`src/rtl/wildneq_arb_if.sv`:
```
// ---------------------------------------------------------------------------
// wildneq_arb_if
//   Bundles the request and response handshakes of the shared wildcard
//   inequality compare unit.
//
//   Request side (one lane per requester, lane i at [i*W +: W]):
//     req_valid[NREQ]       requester has a compare pending
//     req_ready[NREQ]       grant; transfer when valid & ready
//     req_a[NREQ*A_W]       operand A
//     req_b[NREQ*B_W]       operand B
//     req_mask[NREQ*B_W]    don't-care bits of B (1 = ignore)
//   Response side:
//     resp_valid / resp_ready   response handshake
//     resp_id[ID_W]             originating requester
//     resp_neq[RES_W]           compare result, bit 0 significant
//
//   Modports: slave = compare unit, master = clients/consumer.
// ---------------------------------------------------------------------------
interface wildneq_arb_if #(
   parameter int NREQ  = 4,
   parameter int A_W   = 9,
   parameter int B_W   = 6,
   parameter int RES_W = 1,
   parameter int ID_W  = 2
);
   logic [NREQ-1:0]     req_valid;
   logic [NREQ-1:0]     req_ready;
   logic [NREQ*A_W-1:0] req_a;
   logic [NREQ*B_W-1:0] req_b;
   logic [NREQ*B_W-1:0] req_mask;
   logic                resp_valid;
   logic                resp_ready;
   logic [ID_W-1:0]     resp_id;
   logic [RES_W-1:0]    resp_neq;

   modport slave (
      input  req_valid, req_a, req_b, req_mask, resp_ready,
      output req_ready, resp_valid, resp_id, resp_neq
   );

   modport master (
      output req_valid, req_a, req_b, req_mask, resp_ready,
      input  req_ready, resp_valid, resp_id, resp_neq
   );
endinterface

```
`src/rtl/wildneq_arb.sv`:
```
// ---------------------------------------------------------------------------
// wildneq_arb
//   One pipelined wildcard-inequality (A !=? B) comparator shared by NREQ
//   requesters through a round-robin arbiter. B's don't-care bits are
//   carried by a 2-state mask instead of X/Z.
//
//   Ports:
//     clk        rising-edge clock
//     rst_n      asynchronous active-low reset, synchronous release
//     bus        wildneq_arb_if.slave (request lanes + response port)
//     stat_cmp   [15:0] saturating count of response handshakes   (macro)
//     stat_neq   [15:0] saturating count of handshakes with neq=1 (macro)
//
//   Optional feature: define WILDNEQ_ARB_STATS_EN to add stat_cmp/stat_neq.
//   Without it the counters and ports do not exist.
//
//   Pipeline: arbitration (combinational) -> S1 issue register -> compare
//   -> S2 response register. One response per cycle, two-cycle latency.
// ---------------------------------------------------------------------------
module wildneq_arb #(
   parameter int NREQ   = 4,
   parameter int A_W    = 9,
   parameter int B_W    = 6,
   parameter int SIGNED = 0,
   parameter int RES_W  = 1,
   parameter int ID_W   = 2
) (
   input  logic         clk,
   input  logic         rst_n,
   wildneq_arb_if.slave bus
`ifdef WILDNEQ_ARB_STATS_EN
   ,
   output logic [15:0]  stat_cmp,
   output logic [15:0]  stat_neq
`endif
);

   localparam int CW    = (A_W > B_W) ? A_W : B_W;
   localparam int PTR_W = (NREQ > 1) ? $clog2(NREQ) : 1;
   localparam logic [NREQ-1:0]  GRANT_LSB = NREQ'(1);
   localparam logic [PTR_W-1:0] PTR_LAST  = PTR_W'(NREQ - 1);

   // Operand extension to the compare width. Sign extension of the mask
   // replicates its MSB, so a wildcarded sign bit keeps the extension
   // bits wildcarded as well.
   function automatic logic [CW-1:0] ext_a(input logic [A_W-1:0] v);
      if (SIGNED != 0) return CW'($signed(v));
      else             return CW'(v);
   endfunction

   function automatic logic [CW-1:0] ext_b(input logic [B_W-1:0] v);
      if (SIGNED != 0) return CW'($signed(v));
      else             return CW'(v);
   endfunction

   function automatic logic wild_neq(input logic [CW-1:0] a,
                                     input logic [CW-1:0] b,
                                     input logic [CW-1:0] m);
      return |((a ^ b) & ~m);
   endfunction

   // Control state
   logic [PTR_W-1:0] rr_ptr_q,     rr_ptr_d;
   logic             s1_valid_q,   s1_valid_d;
   logic             resp_valid_q, resp_valid_d;
   logic [ID_W-1:0]  resp_id_q,    resp_id_d;
   logic [RES_W-1:0] resp_neq_q,   resp_neq_d;

   // S1 payload (no reset needed, qualified by s1_valid_q)
   logic [ID_W-1:0]  s1_id_q;
   logic [A_W-1:0]   s1_a_q;
   logic [B_W-1:0]   s1_b_q;
   logic [B_W-1:0]   s1_mask_q;

   // Handshake / arbitration
   logic             stall;
   logic             advance;
   logic             accept;
   logic             xfer;
   logic             found_hi, found_lo;
   logic [PTR_W-1:0] idx_hi, idx_lo;
   logic [PTR_W-1:0] grant_idx;
   logic [A_W-1:0]   sel_a;
   logic [B_W-1:0]   sel_b;
   logic [B_W-1:0]   sel_mask;
   logic             s1_neq;

   assign stall   = resp_valid_q & ~bus.resp_ready;
   assign advance = s1_valid_q & ~stall;
   // Gating with rst_n keeps every grant low while reset is asserted.
   assign accept  = rst_n & (~s1_valid_q | advance);
   assign xfer    = accept & found_lo;

   // Round-robin pick: lowest valid index at or above rr_ptr wins; if none,
   // wrap around and take the lowest valid index overall.
   always_comb begin
      found_hi = 1'b0;
      found_lo = 1'b0;
      idx_hi   = '0;
      idx_lo   = '0;
      for (int i = NREQ - 1; i >= 0; i--) begin
         if (bus.req_valid[i]) begin
            found_lo = 1'b1;
            idx_lo   = PTR_W'(i);
            if (i >= int'(rr_ptr_q)) begin
               found_hi = 1'b1;
               idx_hi   = PTR_W'(i);
            end
         end
      end
   end

   assign grant_idx     = found_hi ? idx_hi : idx_lo;
   assign bus.req_ready = xfer ? (GRANT_LSB << grant_idx) : '0;

   always_comb begin
      sel_a    = bus.req_a[int'(grant_idx) * A_W +: A_W];
      sel_b    = bus.req_b[int'(grant_idx) * B_W +: B_W];
      sel_mask = bus.req_mask[int'(grant_idx) * B_W +: B_W];
   end

   always_comb begin
      rr_ptr_d = rr_ptr_q;
      if (xfer) begin
         rr_ptr_d = (grant_idx == PTR_LAST) ? '0 : grant_idx + PTR_W'(1);
      end
   end

   // ---- stage boundary: request lanes -> S1 issue register ----
   always_comb begin
      s1_valid_d = s1_valid_q;
      if (advance) s1_valid_d = 1'b0;
      if (xfer)    s1_valid_d = 1'b1;
   end

   always_ff @(posedge clk) begin
      if (xfer) begin
         s1_id_q   <= ID_W'(grant_idx);
         s1_a_q    <= sel_a;
         s1_b_q    <= sel_b;
         s1_mask_q <= sel_mask;
      end
   end

   assign s1_neq = wild_neq(ext_a(s1_a_q), ext_b(s1_b_q), ext_b(s1_mask_q));

   // ---- stage boundary: S1 -> S2 response register ----
   always_comb begin
      resp_valid_d = resp_valid_q;
      resp_id_d    = resp_id_q;
      resp_neq_d   = resp_neq_q;
      if (advance) begin
         resp_valid_d = 1'b1;
         resp_id_d    = s1_id_q;
         resp_neq_d   = RES_W'(s1_neq);
      end else if (bus.resp_ready) begin
         resp_valid_d = 1'b0;
      end
   end

   always_ff @(posedge clk or negedge rst_n) begin
      if (!rst_n) begin
         rr_ptr_q     <= '0;
         s1_valid_q   <= 1'b0;
         resp_valid_q <= 1'b0;
         resp_id_q    <= '0;
         resp_neq_q   <= '0;
      end else begin
         rr_ptr_q     <= rr_ptr_d;
         s1_valid_q   <= s1_valid_d;
         resp_valid_q <= resp_valid_d;
         resp_id_q    <= resp_id_d;
         resp_neq_q   <= resp_neq_d;
      end
   end

   assign bus.resp_valid = resp_valid_q;
   assign bus.resp_id    = resp_id_q;
   assign bus.resp_neq   = resp_neq_q;

`ifdef WILDNEQ_ARB_STATS_EN
   logic [15:0] stat_cmp_q, stat_cmp_d;
   logic [15:0] stat_neq_q, stat_neq_d;
   logic        resp_hs;

   assign resp_hs = resp_valid_q & bus.resp_ready;

   // Counters saturate rather than wrap.
   always_comb begin
      stat_cmp_d = stat_cmp_q;
      stat_neq_d = stat_neq_q;
      if (resp_hs && (stat_cmp_q != 16'hFFFF)) stat_cmp_d = stat_cmp_q + 16'd1;
      if (resp_hs && resp_neq_q[0] && (stat_neq_q != 16'hFFFF)) begin
         stat_neq_d = stat_neq_q + 16'd1;
      end
   end

   always_ff @(posedge clk or negedge rst_n) begin
      if (!rst_n) begin
         stat_cmp_q <= '0;
         stat_neq_q <= '0;
      end else begin
         stat_cmp_q <= stat_cmp_d;
         stat_neq_q <= stat_neq_d;
      end
   end

   assign stat_cmp = stat_cmp_q;
   assign stat_neq = stat_neq_q;
`endif

endmodule

```
`src/flat_wrapper.sv`:
```
// flat-port wrapper written by rule: the top's interface ports become plain ports
module wildneq_arb_flat 
#(
   parameter int NREQ   = 4,
   parameter int A_W    = 9,
   parameter int B_W    = 6,
   parameter int SIGNED = 0,
   parameter int RES_W  = 1,
   parameter int ID_W   = 2
)
  (clk, rst_n, bus_req_valid, bus_req_a, bus_req_b, bus_req_mask, bus_resp_ready, bus_req_ready, bus_resp_valid, bus_resp_id, bus_resp_neq);
  wildneq_arb_if #(.NREQ(NREQ), .A_W(A_W), .B_W(B_W), .RES_W(RES_W), .ID_W(ID_W)) bus_i ();
  input  logic clk;
  input  logic rst_n;
  input wire logic [$bits(bus_i.req_valid)-1:0] bus_req_valid;
  input wire logic [$bits(bus_i.req_a)-1:0] bus_req_a;
  input wire logic [$bits(bus_i.req_b)-1:0] bus_req_b;
  input wire logic [$bits(bus_i.req_mask)-1:0] bus_req_mask;
  input wire logic [$bits(bus_i.resp_ready)-1:0] bus_resp_ready;
  output wire logic [$bits(bus_i.req_ready)-1:0] bus_req_ready;
  output wire logic [$bits(bus_i.resp_valid)-1:0] bus_resp_valid;
  output wire logic [$bits(bus_i.resp_id)-1:0] bus_resp_id;
  output wire logic [$bits(bus_i.resp_neq)-1:0] bus_resp_neq;
  assign bus_i.req_valid = bus_req_valid;
  assign bus_i.req_a = bus_req_a;
  assign bus_i.req_b = bus_req_b;
  assign bus_i.req_mask = bus_req_mask;
  assign bus_i.resp_ready = bus_resp_ready;
  assign bus_req_ready = bus_i.req_ready;
  assign bus_resp_valid = bus_i.resp_valid;
  assign bus_resp_id = bus_i.resp_id;
  assign bus_resp_neq = bus_i.resp_neq;
  wildneq_arb #(.NREQ(NREQ), .A_W(A_W), .B_W(B_W), .SIGNED(SIGNED), .RES_W(RES_W), .ID_W(ID_W)) u_core (.clk(clk), .rst_n(rst_n), .bus(bus_i));
endmodule
```
`config.mk`:
```
export PLATFORM = sky130hd
export DESIGN_NAME = wildneq_arb_flat
export DESIGN_NICKNAME = d
export VERILOG_FILES = /design/src/rtl/wildneq_arb_if.sv /design/src/rtl/wildneq_arb.sv /design/src/flat_wrapper.sv
export SDC_FILE = /design/constraint.sdc
export NUM_CORES = 1
export LEC_CHECK = 0
export BUFFER_PORTS_ARGS = -buffer_cell sky130_fd_sc_hd__buf_4
export CORE_MARGIN = 4
export CORE_UTILIZATION = 37
export CTS_BUF_LIST = sky130_fd_sc_hd__clkbuf_16
export DETAILED_ROUTE_END_ITERATION = 6
export PLACE_DENSITY = 0.7
export SYNTH_ARGS = -nofsm -noshare
export SYNTH_HDL_FRONTEND = slang
export SYNTH_SLANG_ARGS = --single-unit
export TNS_END_PERCENT = 50
```
`constraint.sdc`:
```
create_clock -name clk -period 2.3 [get_ports clk]
set_input_delay 0.23 -clock clk [delete_from_list [all_inputs] [get_ports clk]]
set_output_delay 0.23 -clock clk [all_outputs]
set_load 0.05 [all_outputs]
```
# Yosys cells after proc, flatten, opt, wreduce, memory -nomap -nowiden
# Index checks and enable logic that the tools add are counted.
dict set report word_totals {
  reg_bits 30
  out_inout_bits 8
  wordCells 61
}
dict set report op_classes {
  addsub 1
  multipliers 2
  magnitude_cmp 3
  n_eq_ne 1
  shifts 4
  n_mux 27
  n_bitwise 11
  reduce_logical 3
}
# operator n
set ops {}
lappend ops {{24-bit by 32-bit variable part select with 6-bit output} 2}
lappend ops {{36-bit by 32-bit variable part select with 9-bit output} 1}
lappend ops {{2-bit 2-to-1 mux} 12}
lappend ops {{1-bit 2-to-1 mux} 14}
lappend ops {{9-bit AND} 1}
lappend ops {{6-bit NOT with 9-bit output} 1}
lappend ops {{9-bit OR reduction} 1}
lappend ops {{9-bit by 6-bit XOR with 9-bit output} 1}
lappend ops {{2-bit by 4-bit multiplier with 6-bit output, second input constant} 1}
lappend ops {{1-bit AND} 4}
lappend ops {{1-bit by 2-bit >= comparator with 1-bit output, first input constant} 2}
lappend ops {{2-bit by 2-bit multiplier with 4-bit output, second input constant} 1}
lappend ops {{4-bit 2-to-1 mux} 1}
lappend ops {{2-bit nonzero test} 2}
lappend ops {{1-bit by 2-bit << shifter with 4-bit output, first input constant} 1}
lappend ops {{1-bit NOT} 3}
lappend ops {{2-bit by 1-bit adder with 2-bit output, second input constant} 1}
lappend ops {{2-bit == test, second input constant} 1}
lappend ops {{2-bit >= comparator, first input constant} 1}
lappend ops {{1-bit OR} 1}

# Longest topological paths before layout
# Gate-level depths: netlist (run 1).
dict set report logic_depth {
  ltp_word 10
  mapped_depth 8
}

# Worst setup path before layout (run 1)
# OpenSTA, ideal clock, no wires.
dict set report synth_timing {
  path_kind {register -> output}
  startpoint {register u_core.resp_valid_q, in the netlist u_core.bus.resp_valid}
  endpoint {output bus_req_ready[0]}
  t_arrival_ns 2.757
  required_time_ns 2.070
  path_slack_ns -0.687
  stages_incl_launch_ff 4
  n_path_buf 0
  cell_sequence {dfrtp_1 > nor2b_1 > a21oi_1 > and2_1}
}
dict set report synth_between {
  elab_chain_len 7
}
# element line_no
set synth_rtl {}
lappend synth_rtl {{from (decl)} wildneq_arb.sv:65} ;# logic resp_valid_q, resp_valid_d;
lappend synth_rtl {{from (signal assigned)} wildneq_arb.sv:171} ;# resp_valid_q <= resp_valid_d;
lappend synth_rtl {{1-bit AND} wildneq_arb.sv:88} ;# assign stall = resp_valid_q & ~bus.resp_ready;
lappend synth_rtl {{1-bit NOT} wildneq_arb.sv:89} ;# assign advance = s1_valid_q & ~stall;
lappend synth_rtl {{1-bit AND} wildneq_arb.sv:89}
lappend synth_rtl {{1-bit OR} wildneq_arb.sv:91} ;# assign accept = rst_n & (~s1_valid_q | advance);
lappend synth_rtl {{1-bit AND} wildneq_arb.sv:91}
lappend synth_rtl {{1-bit AND} wildneq_arb.sv:92} ;# assign xfer = accept & found_lo;
lappend synth_rtl {{4-bit 2-to-1 mux} wildneq_arb.sv:114} ;# assign bus.req_ready = xfer ? (GRANT_LSB << grant_idx) : '0;
lappend synth_rtl {{to (decl)} flat_wrapper.sv:20} ;# output wire logic [$bits(bus_i.req_ready)-1:0] bus_req_ready;
# No other way between the ends.

# Final worst setup path (run 1)
dict set report layout_timing {
  startpoint {register u_core.rr_ptr_q[1]}
  endpoint {output bus_req_ready[0]}
}
dict set report layout_between {
  elab_chain_len 10
}
# element line_no
set layout_rtl {}
lappend layout_rtl {{from (decl)} wildneq_arb.sv:63} ;# logic [PTR_W-1:0] rr_ptr_q, rr_ptr_d;
lappend layout_rtl {{from (signal assigned)} wildneq_arb.sv:169} ;# rr_ptr_q <= rr_ptr_d;
lappend layout_rtl {{2-bit >= comparator} wildneq_arb.sv:105} ;# if (i >= int'(rr_ptr_q)) begin
lappend layout_rtl {{2-bit 2-to-1 mux / 1-bit 2-to-1 mux (equally long branches)} wildneq_arb.sv:105}
lappend layout_rtl {{2-bit 2-to-1 mux / 1-bit 2-to-1 mux (equally long branches)} wildneq_arb.sv:102} ;# if (bus.req_valid[i]) begin
lappend layout_rtl {{2-bit 2-to-1 mux / 1-bit 2-to-1 mux (equally long branches)} wildneq_arb.sv:105}
lappend layout_rtl {{2-bit 2-to-1 mux / 1-bit 2-to-1 mux (equally long branches)} wildneq_arb.sv:102}
lappend layout_rtl {{2-bit 2-to-1 mux / 1-bit 2-to-1 mux (equally long branches)} wildneq_arb.sv:105}
lappend layout_rtl {{2-bit 2-to-1 mux / 1-bit 2-to-1 mux (equally long branches)} wildneq_arb.sv:102}
lappend layout_rtl {{2-bit 2-to-1 mux (*)} wildneq_arb.sv:113} ;# assign grant_idx = found_hi ? idx_hi : idx_lo;
lappend layout_rtl {{1-bit by 2-bit << shifter with 4-bit output (*)} wildneq_arb.sv:114}
lappend layout_rtl {{4-bit 2-to-1 mux (*)} wildneq_arb.sv:114}
# Mark *: on every way between the ends. The rest lies on a longest branch, timed or not.

==> impl_metrics.csv, run 1 <==
group,metric,value,unit
timing,max_freq,0.478,GHz
placed_design,place.gp.congestion,0.711,
global_routing,grt_usage,0.140,
routing,drc,0,
clock_tree,clk_path_buf_depth,2,
pwr,ir_worst_vdd,0.000407,V
setup_path,critPathMaxStageDelay,0.38,ns
yosys,synth_area_leader_cell,"edfxtp_1",
yosys,yosysWarnings,0,
clock_tree,numCtsBuffers,5,
timing,layout_min_cycle_time,2.09,ns
routing,dr.pass1.iters,4,
timing,finalSetupTns,0,ns
routing,ant_nets,0,
die,core_area,5110,um2
yosys,yosysSeqAreaShare,0.444,
pwr,p_leak,1.43,nW
yosys,synth.area.top_cells,"edfxtp_1 (35%), mux2i_1 (32%), dfrtp_1 (9.0%)",
setup_path,arrival,1.86,ns
pwr,powerDensity,853,nW/um2
global_routing,met3_usage,0.0572,
setup_path,crit_type,"reg2out",
finish,antenna_cells,0,
yosys,synthFlopType,"edfxtp_1",
finish,fin_cells,325,
clock_tree,clockRootBuffer,"clkbuf_16",
timing,slew_headroom,0.762,
global_routing,overflow,0,
setup_path,crit_path_end_kind,"output pin",
routing,drt-total-wl,4430,um
die,start_util,0.382,
global_routing,grt_pass1_vias,1538,
die,fp.dieW,80.6,um
global_routing,busiest_layer,"met2",
clock_tree,cts_sinks,30,
finish,syn_to_final_growth,47.8,%
placed_design,port-buffer-count,98,
timing,fin_skew,0.00329,ns
global_routing,grt_max_degree,23,
yosys,synth_edf_count,23,
yosys,synth_top_area_share,0.354,
outcome,status,"completed",
yosys,ys_ff_latch,30,
timing,slew_violations,0,
die,dieArea,6490,um2
die,top_level_ports,99,
flow_run,cap_violations,0,
routing,dr_total_vias,1519,
clock_tree,postCtsSetupBuffers,0,
placed_design,place_area,2740,um2
setup_path,worstPathCellList,"nand2b_1 -> o21ai_1 -> nand4b_1 -> buf_12 -> ha_1 -> and2_1 -> buf_4",
global_routing,met1_usage,0.158,
setup_path,required,2.07,ns
timing,hold_viol,0,
yosys,synthesis.area,1950,um2
clock_tree,h-tree-depth,2,
finish,drive_above_1_share,0.451,
timing,period_share,0.909,
setup_path,cp_slowest_cell,"dfrtp_1",
setup_path,critPathLaunchType,"flip-flop",
yosys,syn_area_per_cell,13.1,um2
global_routing,grt_pass1_wl,6900,um
routing,wire_per_inst,13.6,um
timing,tightest_slew,0.356,ns
routing,drt_iter0_markers,44,
die,die_h,80.6,um
placed_design,hpwl,3630,um
clock_tree,path_clk_slew,0.05,ns
yosys,synth_cells,149,
clock_tree,clk-insertion-delay-late,0.27,ns
finish,layout.nets,349,
setup_path,worstPathMaxFanout,22,
pwr,power.total,0.00246,W
routing,via_per_inst,4.67,
yosys,syn_nets,244,
worst_hold_path,hold_class,"in2reg",
clock_tree,cts_resized,0,
clock_tree,ctsHoldBuffers,1,
timing,setup-violations-final,0,
yosys,synth_cell_types,28,
global_routing,grt_use_met2,0.243,
placed_design,dp_cells,316,
die,num_rows,26,
yosys,synthArstFlopShare,0.233,
clock_tree,cts_tree,"done",
finish,stdcell_area,2880,um2
global_routing,antenna_found_initial,0,
timing,rsz0062_at_grt,"false",
## cells in the final DEF (no fill, tap or decap), types with 2 or more instances in the layout
cell type	synthesis	layout
buf_4	3	104
mux2i_1	63	63
edfxtp_1	23	23
dfrtp_1	7	7
xnor2_1	6	6
nand2_1	5	5
clkbuf_16	0	5
and2_1	4	4
ha_1	4	4
o21ai_0	3	3
nand2b_1	3	3
inv_1	3	3
mux2_2	3	3
clkinv_1	0	3
nor2_1	2	2
nand3_1	2	2
## flip-flops by register name, summed over array words and instances, names as in the netlist
name	cells
u_core.s1_mask_q	6
u_core.bus.resp_valid	1
u_core.rr_ptr_q	2
u_core.bus.resp_neq	1
u_core.s1_b_q	6
u_core.s1_valid_q	1
u_core.s1_a_q	9
u_core.bus.resp_id	2
u_core.s1_id_q	2
## report_power, final
| part | switching (W) | total, W | leakage (nW) | internal [W] |
|---|---|---|---|---|
| logic | 0.000521 | 0.00106 | 1.06 | 0.000538 |
| registers | 0.0000522 | 0.000807 | 0.297 | 0.000754 |
| clock network | 0.000204 | 0.000591 | 0.0663 | 0.000387 |
| total | 0.000778 | 0.00246 | 1.43 | 0.00168 |
## cell type report
| cell class | count | area, um2 |
|---|---|---|
| clock buffers | 5 | 125 |
| clock inverters | 3 | 11.3 |
| fillers | 463 | 2230 |
| inverters | 3 | 11.3 |
| multi-input cells | 108 | 970 |
| flip-flops and latches | 30 | 866 |
| well taps | 70 | 87.6 |
| repair buffers | 106 | 811 |
## metal layers
layer,part of all wire,wire length [um]
met3,0.092,406
met1,0.39,1710
met4,0.0097,43
met5,0,0
met2,0.51,2270
## synthesized netlist by cell type (2+ instances only)
master,count
edfxtp_1,23
mux2_2,3
xnor2_1,6
nor2_1,2
ha_1,4
nand2b_1,3
buf_12,4
inv_1,3
buf_4,3
mux2i_1,63
o21ai_0,3
nand2_1,5
and2_1,4
dfrtp_1,7
a21oi_1,2
nand3_1,2
## logic make-up after synthesis
family	Yosys count	synth area share
compound gates	11	0.0379
xor+xnor	6	0.0270
fa+ha+maj	4	0.0257
buf+inv	11	0.0642
flops	30	0.444
mux	66	0.341
simple gates	21	0.0603
## per-stage QoR
step,util,setup slack [ns],hold WS (ns)
after global placement,0.536,0.497,0.0531
after global routing,0.564,0.0573,0.253
after floorplan,-,0.197,-0.0656
after detailed placement,0.536,0.473,0.0541
final,0.564,0.208,0.255
after CTS,0.564,0.189,0.253
## worst max-delay path, delay by kind of cell, from the launching register on
kind | cells | cell delay, ns
buffers and inverters | 2 | 0.42
adder cells (fa/ha/maj) | 1 | 0.18
flip-flops | 1 | 0.38
AO/OA/AOI/OAI | 1 | 0.06
AND/OR/NAND/NOR | 3 | 0.54
## worst paths after layout
| path | startpoint | end | slack [ns] | cells after the start |
|---|---|---|---|---|
| worst min register to register | u_core.s1_id_q[1]$_DFFE_PP_ | u_core.bus.resp_id[1]$_DFFE_PN0P_ | 0.48 | 1 |
| worst min-delay path | bus_resp_ready | u_core.bus.resp_valid$_DFFE_PN0P_ | 0.25 | 3 |
| max in group asynchronous | rst_n | u_core.bus.resp_id[0]$_DFFE_PN0P_ | 1.85 | 2 |
| worst max-delay path | u_core.rr_ptr_q[1]$_DFFE_PN0P_ | bus_req_ready[0] | 0.21 | 7 |
| worst max register to register | u_core.rr_ptr_q[1]$_DFFE_PN0P_ | u_core.s1_a_q[0]$_DFFE_PP_ | 0.47 | 6 |
| min in group asynchronous | rst_n | u_core.bus.resp_neq$_DFFE_PN0P_ | 0.32 | 2 |
Power figures use the tool's default switching activity.
==> inputs of run 2 (changes only) <==
- CORE_ASPECT_RATIO: unset -> 1.25
==> impl_metrics.csv, run 2 (synthesis gave the netlist of run 1 again) <==
group,metric,value,unit
finish,syn_to_final_growth,47.9,%
routing,drt_iter0_markers,88,
placed_design,port-buffer-count,98,
die,fp.dieW,72.9,um
routing,dr.pass1.iters,4,
setup_path,required,2.07,ns
timing,hold_viol,0,
die,core_area,5080,um2
global_routing,antenna_found_initial,0,
setup_path,crit_start,"rst_n",
timing,slew_violations,0,
die,dieArea,6500,um2
setup_path,r2r_start,"u_core.rr_ptr_q[1]$_DFFE_PN0P_",
finish,antenna_cells,0,
clock_tree,path_clk_slew,0.05,ns
die,start_util,0.384,
global_routing,grt_usage,0.131,
setup_path,timing.rr.end,"u_core.s1_b_q[3]$_DFFE_PP_",
routing,wire_per_inst,12.9,um
routing,drc,0,
global_routing,grt_max_degree,29,
die,num_rows,29,
routing,dr_total_vias,1514,
clock_tree,h-tree-depth,2,
clock_tree,clockRootBuffer,"clkbuf_16",
pwr,ir_worst_vdd,0.000477,V
timing,fin_skew,0.00211,ns
global_routing,grt_pass1_wl,6470,um
setup_path,cp_top_family,"buffers and inverters",
setup_path,worstPathCellList,"dlygate4sd3_1 -> buf_4 -> o41ai_1 -> buf_4 -> a21oi_4 -> and2_1 -> buf_4",
pwr,p_int,0.00170,W
pwr,clock_power_share,0.239,
setup_path,crit_end,"bus_req_ready[1]",
finish,multi_input_area,970,um2
timing,period_share,0.929,
finish,stdcell_area,2880,um2
finish,layout.nets,349,
worst_hold_path,hold_class,"in2reg",
timing,slew_headroom,0.705,
setup_path,path_buf_inv,4,
finish,drive_above_1_share,0.451,
setup_path,crit_path_end_kind,"output pin",
setup_path,critPathLaunchType,"primary input",
routing,ant_nets,0,
finish,top_register,"u_core.s1_a_q",
global_routing,grt_pass1_vias,1561,
finish,register_area,866,um2
pwr,p_leak,1.44,nW
pwr,p_seq_frac,0.327,
finish,most-common-layout-cells,"buf_4 (103), mux2i_1 (63), edfxtp_1 (23)",
pwr,pwr-share-comb,0.435,
clock_tree,cts_sinks,30,
setup_path,critPathMaxStageDelay,0.52,ns
timing,layout_min_cycle_time,2.14,ns
finish,nFillCells,467,
die,top_level_ports,99,
setup_path,crit_path_frequent_cell,"buf_4",
clock_tree,clk_path_buf_depth,2,
clock_tree,numCtsBuffers,5,
placed_design,place_area,2730,um2
finish,largest_reg_flops,9,
setup_path,cp_slowest_cell,"dlygate4sd3_1",
clock_tree,cts_tree,"done",
pwr,powerDensity,857,nW/um2
setup_path,ff2ff_setup_slack,0.45,ns
finish,final_util,0.568,
flow_run,cap_violations,0,
placed_design,hpwl,3380,um
timing,setup_slack,0.164,ns
routing,via_per_inst,4.78,
outcome,status,"completed",
setup_path,worstPathMaxFanout,15,
pwr,swShare,0.312,
routing,drt-total-wl,4100,um
global_routing,overflow,0,
setup_path,arrival,1.91,ns
die,die_h,89.2,um
placed_design,place.gp.congestion,0.626,
setup_path,cp.depth,7,
timing,finalSetupTns,0,ns
finish,final_common_cell,"buf_4",
timing,tightest_slew,0.442,ns
clock_tree,cts_resized,0,
pwr,power_switching,0.000770,W
clock_tree,clk-insertion-delay-late,0.27,ns
timing,max_freq,0.468,GHz
placed_design,pre_cts_ws,0.359,ns
timing,setup-violations-final,0,
timing,rsz0062_at_grt,"false",
timing,whs,0.251,ns
setup_path,crit_type,"in2out",
setup_path,reg2reg_depth,7,
finish,largestRegisters,"u_core.s1_a_q (9), u_core.s1_b_q (6), u_core.s1_mask_q (6)",
## run 2: cell count changes in the layout (fill, tap and decap cells not counted), sizes merged
cell / change
inv: +3
clkinv: -3
## run 2: power by group through the flow
stage / Combinational, W / Clock [W] / Sequential, W
2_1_floorplan: 0.000826 / 0 / 0.000857
3_3_place_gp: 0.00107 / 0 / 0.000813
3_5_place_dp: 0.00109 / 0 / 0.000819
4_1_cts: 0.00109 / 0.000604 / 0.000810
5_1_grt: 0.00117 / 0.000635 / 0.000822
6_report: 0.00107 / 0.000590 / 0.000807
## run 2: worst min path at each step
stage,startpoint,end,slack (ns),cells past startpoint
final,bus_resp_ready,u_core.bus.resp_valid$_DFFE_PN0P_,0.25,3
after global routing,bus_resp_ready,u_core.bus.resp_valid$_DFFE_PN0P_,0.27,3
after CTS,bus_resp_ready,u_core.bus.resp_valid$_DFFE_PN0P_,0.25,3
after detailed placement,rst_n,u_core.bus.resp_valid$_DFFE_PN0P_,0.06,1
after global placement,rst_n,u_core.bus.resp_id[1]$_DFFE_PN0P_,0.05,1
after floorplan,rst_n,u_core.bus.resp_id[0]$_DFFE_PN0P_,-0.07,0
## run 2: layout make-up
type / instances / share of cell area
inverter: 3 / 0.00390
sequential: 30 / 0.300
tap: 62 / 0.0269
clock buffer: 5 / 0.0434
clock inverter: 3 / 0.00390
timing repair buffer: 106 / 0.285
multi-input combinational: 108 / 0.336
## run 2: metal layers
layer  vias up  track usage  share of wire
met3         7       0.0416          0.092
met2        67        0.241           0.52
met4         0       0.0503          0.015
met5         -            0              0
met1       675        0.137           0.37
li1        765            -              -
## run 2: worst min-delay path: stages
cell      delay, ns
buf_4          0.08
nand2b_1       0.11
nand2b_1       0.06
## run 2: what timing repair did
| action | 4_1_cts | 5_1_grt |
|---|---|---|
| endpoints found under the setup margin | 0 | 1 |
| hold endpoints to repair | 7 | 0 |
| setup buffers | 0 | 1 |
| hold buffers | 1 | 0 |
## run 2: per-stage QoR
step | std cells | total power [W]
3_3_place_gp | 307 | 0.00188
3_5_place_dp | 307 | 0.00191
2_1_floorplan | 149 | 0.00168
4_1_cts | 316 | 0.00250
6_report | 317 | 0.00247
5_1_grt | 317 | 0.00263
